`src/rtl/nibble_deserializer.sv`:
```
// -----------------------------------------------------------------------------
// nibble_deserializer
//
// Serial-to-parallel front end. It assembles a WIDTH-bit word from a 1-bit
// stream that is qualified by sin_valid and framed by sin_start. The completed
// word is presented on word_out, which feeds the D input of the downstream
// register stage. word_valid marks the single cycle in which word_out carries
// a freshly completed word.
//
// Parameters:
//   WIDTH      bits per word, 2..16
//   MSB_FIRST  1: the first serial bit lands in word_out[WIDTH-1]
//              0: the first serial bit lands in word_out[0]
//
// Optional feature (compile-time macro NIBBLE_DESER_PARITY_EN):
//   When the macro is defined, each frame carries a trailing even-parity bit.
//   A parity mismatch drops the word, pulses parity_err and sets frame_err.
//   When the macro is undefined, frames are WIDTH bits long, parity_err is
//   tied low and no parity logic exists.
//
// Ports:
//   clk         clock; all state updates on the rising edge
//   rst         asynchronous, active-high reset
//   sin_data    serial data bit
//   sin_valid   sin_data is valid this cycle; bits are consumed only when high
//   sin_start   qualified by sin_valid; marks bit 0 of a frame
//   err_clr     clears frame_err (a simultaneous new error wins)
//   word_out    last completed word; holds between completions
//   word_valid  one-cycle pulse: word_out was updated this cycle
//   busy        high while a frame is partially received
//   frame_err   sticky framing-error flag
//   parity_err  one-cycle pulse on a parity mismatch
// -----------------------------------------------------------------------------
module nibble_deserializer #(
  parameter int WIDTH     = 4,
  parameter int MSB_FIRST = 1
) (
  input  logic             clk,
  input  logic             rst,
  input  logic             sin_data,
  input  logic             sin_valid,
  input  logic             sin_start,
  input  logic             err_clr,
  output logic [WIDTH-1:0] word_out,
  output logic             word_valid,
  output logic             busy,
  output logic             frame_err,
  output logic             parity_err
);

`ifdef NIBBLE_DESER_PARITY_EN
  localparam int PARITY_BITS = 1;
`else
  localparam int PARITY_BITS = 0;
`endif

  localparam int FRAME_LEN = WIDTH + PARITY_BITS;
  localparam int CW        = $clog2(WIDTH + 2);
  localparam logic [CW-1:0] LAST_IDX = CW'(FRAME_LEN - 1);
  localparam logic [CW-1:0] ONE      = CW'(1);

  typedef enum logic {
    IDLE  = 1'b0,
    SHIFT = 1'b1
  } state_t;

  state_t           state_reg,     state_next;
  logic [CW-1:0]    count_reg,     count_next;
  logic [WIDTH-1:0] shift_reg,     shift_next;
  logic [WIDTH-1:0] word_out_reg,  word_out_next;
  logic             word_vld_reg,  word_vld_next;
  logic             frame_err_reg, frame_err_next;

  // Shift source: a new frame always starts from an all-zero register so no
  // bits of an earlier or aborted frame can leak into the assembled word.
  logic [WIDTH-1:0] shift_base;
  logic [WIDTH-1:0] shifted;
  logic             last_bit;

  assign shift_base = ((state_reg == IDLE) || sin_start) ? '0 : shift_reg;
  assign last_bit   = (count_reg == LAST_IDX);

  // Bit-order selection. MSB-first shifts left so the first bit ends up in
  // the top position after WIDTH shifts; LSB-first shifts right so the first
  // bit ends up in bit 0.
  generate
    if (MSB_FIRST != 0) begin : g_msb_first
      assign shifted = (shift_base << 1) | {{(WIDTH-1){1'b0}}, sin_data};
    end else begin : g_lsb_first
      assign shifted = (shift_base >> 1) | {sin_data, {(WIDTH-1){1'b0}}};
    end
  endgenerate

`ifdef NIBBLE_DESER_PARITY_EN
  logic parity_err_reg, parity_err_next;
  logic parity_ok;

  // When the parity bit arrives the shift register already holds all WIDTH
  // data bits; even parity means the XOR over data and parity bit is zero.
  assign parity_ok = ~(^shift_reg ^ sin_data);
`endif

  // ---------------------------------------------------------------------------
  // State register
  // ---------------------------------------------------------------------------
  always_ff @(posedge clk or posedge rst) begin
    if (rst) begin
      state_reg     <= IDLE;
      count_reg     <= '0;
      shift_reg     <= '0;
      word_out_reg  <= '0;
      word_vld_reg  <= 1'b0;
      frame_err_reg <= 1'b0;
`ifdef NIBBLE_DESER_PARITY_EN
      parity_err_reg <= 1'b0;
`endif
    end else begin
      state_reg     <= state_next;
      count_reg     <= count_next;
      shift_reg     <= shift_next;
      word_out_reg  <= word_out_next;
      word_vld_reg  <= word_vld_next;
      frame_err_reg <= frame_err_next;
`ifdef NIBBLE_DESER_PARITY_EN
      parity_err_reg <= parity_err_next;
`endif
    end
  end

  // ---------------------------------------------------------------------------
  // Next-state and output logic
  // ---------------------------------------------------------------------------
  always_comb begin
    state_next     = state_reg;
    count_next     = count_reg;
    shift_next     = shift_reg;
    word_out_next  = word_out_reg;
    word_vld_next  = 1'b0;
    frame_err_next = frame_err_reg;
`ifdef NIBBLE_DESER_PARITY_EN
    parity_err_next = 1'b0;
`endif

    // Clear first so that any error detected below in the same cycle wins.
    if (err_clr) begin
      frame_err_next = 1'b0;
    end

    if (sin_valid) begin
      case (state_reg)
        IDLE: begin
          if (sin_start) begin
            shift_next = shifted;
            count_next = ONE;
            state_next = SHIFT;
          end else begin
            // Stray bit outside a frame: dropped and flagged.
            frame_err_next = 1'b1;
          end
        end

        SHIFT: begin
          if (sin_start) begin
            // Premature start: abandon the partial word and restart the
            // frame with this bit. word_out is left untouched.
            shift_next     = shifted;
            count_next     = ONE;
            frame_err_next = 1'b1;
          end else if (last_bit) begin
`ifdef NIBBLE_DESER_PARITY_EN
            // Final bit is the parity bit; it never enters the data word.
            if (parity_ok) begin
              word_out_next = shift_reg;
              word_vld_next = 1'b1;
            end else begin
              parity_err_next = 1'b1;
              frame_err_next  = 1'b1;
            end
`else
            word_out_next = shifted;
            word_vld_next = 1'b1;
`endif
            shift_next = '0;
            count_next = '0;
            state_next = IDLE;
          end else begin
            shift_next = shifted;
            count_next = count_reg + ONE;
          end
        end

        default: begin
          state_next = IDLE;
          count_next = '0;
        end
      endcase
    end
  end

  assign word_out   = word_out_reg;
  assign word_valid = word_vld_reg;
  assign busy       = (state_reg == SHIFT);
  assign frame_err  = frame_err_reg;
`ifdef NIBBLE_DESER_PARITY_EN
  assign parity_err = parity_err_reg;
`else
  assign parity_err = 1'b0;
`endif

endmodule

```
`config.mk`:
```
export PLATFORM = sky130hd
export DESIGN_NAME = nibble_deserializer
export DESIGN_NICKNAME = d
export VERILOG_FILES = /design/src/rtl/nibble_deserializer.sv
export SDC_FILE = /design/constraint.sdc
export NUM_CORES = 1
export LEC_CHECK = 0
export BUFFER_PORTS_ARGS = -buffer_cell sky130_fd_sc_hd__buf_2
export CAP_MARGIN = 20
export CORE_UTILIZATION = 34
export DETAILED_ROUTE_END_ITERATION = 7
export PLACE_DENSITY_LB_ADDON = 0.12
export SLEW_MARGIN = 20
export SYNTH_ARGS = -nofsm -noshare
export SYNTH_HDL_FRONTEND = slang
export SYNTH_SLANG_ARGS = --single-unit
```
`constraint.sdc`:
```
create_clock -name clk -period 1.8 [get_ports clk]
set_input_delay 0 -clock clk [delete_from_list [all_inputs] [get_ports clk]]
set_output_delay 0 -clock clk [all_outputs]
set_load 0.02 [all_outputs]
```
# After elaboration in Yosys (flattened, before gate mapping)
# Cells that the tools add are included.
[totals]
out_inout_bits = 8
register_bits = 13
elab_cells = 37
inputBits = 6
[op_classes]
n_addsub = 1
reduce_logical = 3
n_mux = 22
bitwise = 3
eq_ne = 2
[ops]
columns = ["operator", "n"]
rows = [
  ["$mux W3", 7],
  ["$pmux W3 S2", 2],
  ["$mux W1", 11],
  ["$or A4 B1 Y4", 1],
  ["$pmux W1 S2", 2],
  ["$reduce_and A4 Y1", 1],
  ["$add A3 B1 Y3 const B", 1],
  ["$eq A3 B2 Y1 const B", 1],
  ["$ne A2 B2 Y1 const B", 1],
  ["$not A1 Y1", 2],
  ["$reduce_and A2 Y1", 1],
  ["$logic_or A1 B1 Y1", 1],
]

# Logic depth before layout (Yosys ltp)
# Gate-level depths: netlist of run 1.
[depth]
word_depth = 7
ltp_mapped = 4
mapped_depth_nobuf = 4

# Worst setup path before layout of run 1
# Ideal clock, no wire load.
[synth_timing]
kind = "register to register"
start = "reg count_reg[0]"
end = "reg word_out_reg[0] (netlist: word_out[0])"
path_slack_ps = 276
path_stages_with_launch = 5
t_arrival_ps = 1400
cell_sequence = "dfrtp_1 > ha_1 > or2b_1 > nor4_4 > mux2_2"
[synth_between]
elab_chain_len = 2
[synth_rtl]
columns = ["item", "line_no", "source"]
rows = [
  ["from (decl)", "68", "logic [CW-1:0] count_reg, count_next;"],
  ["from (signal assigned)", "119", "count_reg <= count_next;"],
  ["$eq A3 B2 Y1", "81", "assign last_bit = (count_reg == LAST_IDX);"],
  ["$reduce_and A4 Y1 (no source line)", "-", ""],
  ["to (signal assigned)", "121", "word_out_reg <= word_out_next;"],
  ["to (decl)", "70", "logic [WIDTH-1:0] word_out_reg, word_out_next;"],
]
# No other way between the ends.
# A chain may end at the register's enable or synchronous reset.

# Worst setup path after layout of run 1
[layout_timing]
start = "reg count_reg[0]"
end = "reg word_out_reg[1] (netlist: word_out[1])"
# Same word-level chain as after synthesis.

==> flow_summary_export.csv, run 1 <==
group,metric,value,unit
hold_path,holdCritPathClass,"in2reg",
power,peakVddDrop,476,uV
layout,area_growth_syn_to_layout,20.2,%
route,viasPerCell,5.10,
status,outcome,"finished, final reports clean",
clock_network,clock_path_buffers,2,
layout,num_antenna_cells,0,
critical_path,start_kind,"flop",
critical_path,end_kind,"flop",
route,wl_met1,594,um
clock_network,cts_sinks,13,
critical_path,path_buf_inv,0,
logic_synthesis,synthFlopType,"dfrtp_1",
grt,grt_usage,13.9,%
logic_synthesis,synth_edf_count,0,
die,fp.coreArea,1580,sq um
timing,rsz0062_at_grt,"false",
logic_synthesis,synth_top_area_share,54.6,%
critical_path,critPathArrivalTime,1.81,ns
run,max_cap_violations,0,
die,dieArea,1920,sq um
critical_path,cp_max_fo,5,
grt,grt_pass1_wl,1900,um
layout,layout.nets,78,
placement,hpwl,772,um
timing,setup_viol,0,
logic_synthesis,ys_warn_count,0,
clock_network,insertion_delay,0.27,ns
timing,skew,0.00233,ns
logic_synthesis,synthTopCellsByArea,"dfrtp_1 55%, mux2_2 7.6%, o21ai_0 4.2%",
route,wirelength,1120,um
logic_synthesis,ys_types,24,
timing,period_share,92.0,%
critical_path,critical_path.top_delay_family,"simple AND/OR/NAND/NOR gates",
die,ioPinCount,14,
critical_path,cpMaxStageDelayCell,"dfrtp_1",
clock_network,clkSlewWorstSetupHoldPaths,0.08,ns
logic_synthesis,ys_ff_latch,13,
die,fp-row-count,14,
route,met2_length,461,um
logic_synthesis,async_flop_share,100,%
clock_network,htree_levels,1,
layout,largest_register_ff_count,4,
layout,drive_above_1_share,31.4,%
route,final_antenna_net_count,0,
timing,hold_viol,0,
logic_synthesis,syn_inst,54,
grt,grt_antenna_before_repair,0,
power,leakagePower,0.000361,uW
route,detail_route.wl_per_cell,13.1,um
placement,gp_congestion,0.816,
critical_path,path_cells,"ha_1 -> or2b_1 -> nor4_4 -> mux2_2",
clock_network,cts-root-buf,"clkbuf_4",
critical_path,crit_type,"reg2reg",
grt,overflow,0,
logic_synthesis,synth_nets,61,
logic_synthesis,ys_seq_area_share,54.6,%
timing,min_period,1.66,ns
route,dr.pass1.iters,6,
layout,postLayoutCoreUtil,45.4,%
timing,final_max_slew_viol_count,0,
grt,grt_max_degree,14,
clock_network,cts_tree,"yes",
route,highest_layer,"met4",
clock_network,numCtsBuffers,3,
critical_path,critPathRequiredTime,1.96,ns
power,powerDensity,1340,nW/um^2
logic_synthesis,synth.largest_area_cell,"dfrtp_1",
logic_synthesis,yosys.cell_count.top_type,"dfrtp_1",
route,route.met3.wl,54,um
logic_synthesis,synth_commonest_cells,"13 x dfrtp_1, 6 x nand2_1, 5 x o21ai_0",
die,die_w,43.9,um
logic_synthesis,avgSynthCellArea,11.0,sq um
route,drt_iter0_drc,6,
layout,n_fill_cell,155,
route,drc,0,
grt,grt_pass1_vias,411,
timing,setup_tns,0,ns
clock_network,cts_setup_buffers,0,
die,dieHeight,43.9,um
route,vias,439,
logic_synthesis,syn-cell-area,596,sq um
timing,timing.fmax,0.604,GHz
critical_path,crit_path_max_incr_delay,0.38,ns
placement,port_buffers,12,
critical_path,r2r_slack,0.14,ns
die,initial_core_util,37.8,%
-- final timing paths --
check	cells after the start	start	end
worst min register to register	1	word_out[2]$_DFFE_PP0P_	word_out[2]$_DFFE_PP0P_
worst max-delay path	4	count_reg[0]$_DFFE_PP0P_	word_out[1]$_DFFE_PP0P_
worst max register to register	4	count_reg[0]$_DFFE_PP0P_	word_out[1]$_DFFE_PP0P_
worst min-delay path	3	sin_valid	shift_reg[0]$_DFFE_PP0P_
max in group asynchronous	3	rst	word_out[1]$_DFFE_PP0P_
min in group asynchronous	3	rst	count_reg[1]$_DFFE_PP0P_
-- cell usage in the layout (no fill, tap or decap), types with 2 or more instances in the layout --
master / count
clkbuf_4: 3
buf_2: 12
inv_1: 4
nand2_1: 6
o21ai_0: 5
o41ai_1: 2
a21oi_1: 2
mux2_2: 4
dlygate4sd3_1: 3
dfrtp_1: 13
-- layout make-up --
class	count	area (sq um)	share of cell area (%)
sequential	13	325	45.5
timing repair buffer	16	97.6	13.6
tap	16	20.0	2.80
clock buffer	4	26.3	3.67
multi-input combinational	32	228	31.8
inverter	5	18.8	2.62
-- timing repair --
| action | CTS | global route |
|---|---|---|
| gates resized for setup | 0 | 0 |
| endpoints found under the hold margin | 16 | 0 |
| hold buffers | 3 | 0 |
-- cell families (layout without fill, tap and decap cells) --
family | after synthesis | after routing | synth area share (%)
AOI/OAI and AO/OA | 14 | 14 | 15.1
adders and majority gates | 1 | 1 | 2.10
muxes | 4 | 4 | 7.56
DFF | 13 | 13 | 54.6
xor gates and xnor gates | 1 | 1 | 1.47
other | 1 | 1 | 0.630
and+or+nand+nor | 11 | 11 | 11.3
buffers and inverters | 9 | 25 | 7.14
-- worst min-delay path: stages --
cell and delay (ns):
buf_2 0.15, nand2_1 0.07, o21ai_0 0.07
-- metrics by stage --
step	worst slack (ns)	total power (uW)	area [sq um]	cells	hold WS, ns
after floorplan	0.276	678	596	54	-0.123
after global placement	0.193	780	659	79	0.0609
after detailed placement	0.158	776	659	79	0.0458
after CTS	0.128	964	716	86	0.0599
after global routing	0.0596	1030	716	86	0.0795
final	0.144	956	716	86	0.0623
-- per-layer routing --
layer | track usage [%] | vias to the layer above
li1 | - | 218
met1 | 19.9 | 208
met2 | 19.1 | 11
met3 | 3.75 | 2
met4 | 7.27 | 0
met5 | 0 | -
-- report_power, final --
group | switching [uW] | internal [uW] | leakage [uW] | total [uW]
Clock | 92.4 | 85.6 | 0.0000150 | 178
Combinational | 212 | 144 | 0.000180 | 356
Sequential | 47.3 | 375 | 0.000166 | 423
Note: power is estimated with default switching activity, not from simulation.
==> run 2: changes to the inputs <==
--- a/config.mk
+++ b/config.mk
@@ -10,6 +10,7 @@
 export CORE_UTILIZATION = 34
 export DETAILED_ROUTE_END_ITERATION = 7
 export PLACE_DENSITY_LB_ADDON = 0.12
+export REMOVE_ABC_BUFFERS = 1
 export SLEW_MARGIN = 20
 export SYNTH_ARGS = -nofsm -noshare
 export SYNTH_HDL_FRONTEND = slang
==> flow_summary_export.csv, run 2 (synthesis results as in run 1) <==
group,metric,value,unit
clock_network,clock_path_buffers,2,
layout,drive_above_1_share,31.4,%
placement,hpwl,762,um
critical_path,cp_max_fo,5,
clock_network,cts_sinks,13,
critical_path,cpMaxStageDelayCell,"dfrtp_1",
layout,layout.nets,78,
die,ioPinCount,14,
clock_network,cts_resized,0,
timing,period_share,93.0,%
critical_path,path_cells,"ha_1 -> or2b_1 -> nor4_4 -> mux2_2",
timing,final_max_slew_viol_count,0,
grt,overflow,0,
timing,rsz0062_at_grt,"false",
die,initial_core_util,37.8,%
clock_network,insertion_delay,0.28,ns
critical_path,path_buf_inv,0,
placement,port_buffers,12,
route,drt_iter0_drc,8,
timing,setup_viol,0,
hold_path,hold_path_depth,3,
layout,area_growth_syn_to_layout,20.2,%
critical_path,critical_path.top_delay_family,"simple AND/OR/NAND/NOR gates",
grt,grt_pass1_vias,418,
grt,grt_usage,14.2,%
route,final_antenna_net_count,0,
timing,timing.fmax,0.597,GHz
timing,skew,0.00537,ns
power,peakVddDrop,493,uV
critical_path,crit_path_max_incr_delay,0.38,ns
timing,setup_tns,0,ns
die,fp-row-count,14,
layout,final_cell_mix,"13 x dfrtp_1, 12 x buf_2, 6 x nand2_1",
layout,n_fill_cell,158,
layout,fin_cells,86,
route,vias,437,
route,viasPerCell,5.08,
clock_network,clkSlewWorstSetupHoldPaths,0.08,ns
critical_path,critPathArrivalTime,1.84,ns
die,die_w,43.9,um
power,powerDensity,1340,nW/um^2
clock_network,numCtsBuffers,3,
placement,gp_congestion,0.833,
die,dieHeight,43.9,um
timing,whs,0.0696,ns
power,total_power,958,uW
grt,grt_max_degree,14,
hold_path,holdCritPathClass,"in2reg",
critical_path,end_kind,"flop",
status,violations,"DRC",
route,detail_route.wl_per_cell,12.8,um
status,outcome,"finished, violations left",
clock_network,cts-root-buf,"clkbuf_4",
critical_path,start_kind,"flop",
die,dieArea,1920,sq um
clock_network,htree_levels,1,
layout,largest_register_ff_count,4,
clock_network,cts_tree,"yes",
placement,placed_cells,79,
layout,postLayoutCoreUtil,45.4,%
route,wirelength,1100,um
critical_path,critPathRequiredTime,1.97,ns
grt,grt_pass1_wl,1900,um
route,drc,2,
timing,hold_viol,0,
layout,num_antenna_cells,0,
route,dr.pass1.iters,6,
die,fp.coreArea,1580,sq um
critical_path,path_depth,4,
run,max_cap_violations,0,
grt,grt_antenna_before_repair,0,
critical_path,crit_type,"reg2reg",
timing,min_period,1.67,ns
critical_path,r2r_cells,4,
layout,final_common_cell,"dfrtp_1",
power,leakagePower,0.000361,uW
run 2: cell counts in the layout (fill, tap and decap cells not counted):
No cell type changed its count.
run 2: worst min-delay path, delay by kind of cell:
family	cells	cell delay (ns)
buffers and inverters	1	0.15
AO/OA/AOI/OAI	1	0.07
AND/OR/NAND/NOR	1	0.10
run 2: area by class of cell:
type                            count  area (sq um)  area share, %
Sequential cell                    13           325           45.5
Multi-Input combinational cell     32           228           31.8
Timing Repair Buffer               16          97.6           13.6
Clock buffer                        4          26.3           3.67
Tap cell                           16          20.0           2.80
Inverter                            5          18.8           2.62
run 2: stage by stage:
step	setup slack (ns)	cell area (sq um)
after floorplan	0.250	572
after global placement	0.190	659
after detailed placement	0.137	659
after CTS	0.112	716
after global routing	0.0263	716
final	0.126	716
run 2: final timing paths:
path | startpoint | to | slack (ns)
max | count_reg[0]$_DFFE_PP0P_ | word_out[1]$_DFFE_PP0P_ | 0.13
min | sin_valid | shift_reg[2]$_DFFE_PP0P_ | 0.07
max reg2reg | count_reg[0]$_DFFE_PP0P_ | word_out[1]$_DFFE_PP0P_ | 0.13
min reg2reg | word_out[3]$_DFFE_PP0P_ | word_out[3]$_DFFE_PP0P_ | 0.50
max in group asynchronous | rst | count_reg[0]$_DFFE_PP0P_ | 1.19
min in group asynchronous | rst | word_out[2]$_DFFE_PP0P_ | 0.28
run 2: what timing repair did:
| item | 4_1_cts | 5_1_grt |
|---|---|---|
| hold buffers | 3 | 0 |
| buffers inserted | 0 | 0 |
| endpoints found under the hold margin | 15 | 0 |
run 2: power breakdown:
group	switching [uW]	internal, uW	leakage [uW]
registers	44.6	375	0.000166
clock network	95.8	86.0	0.0000150
logic	212	144	0.000180
total	353	605	0.000361
run 2: per-layer routing:
layer,vias up,GRT usage [%],wire length (um)
li1,216,-,-
met5,-,0,0
met4,0,7.27,23
met3,4,6.25,77
met2,14,22.1,477
met1,203,16.5,526
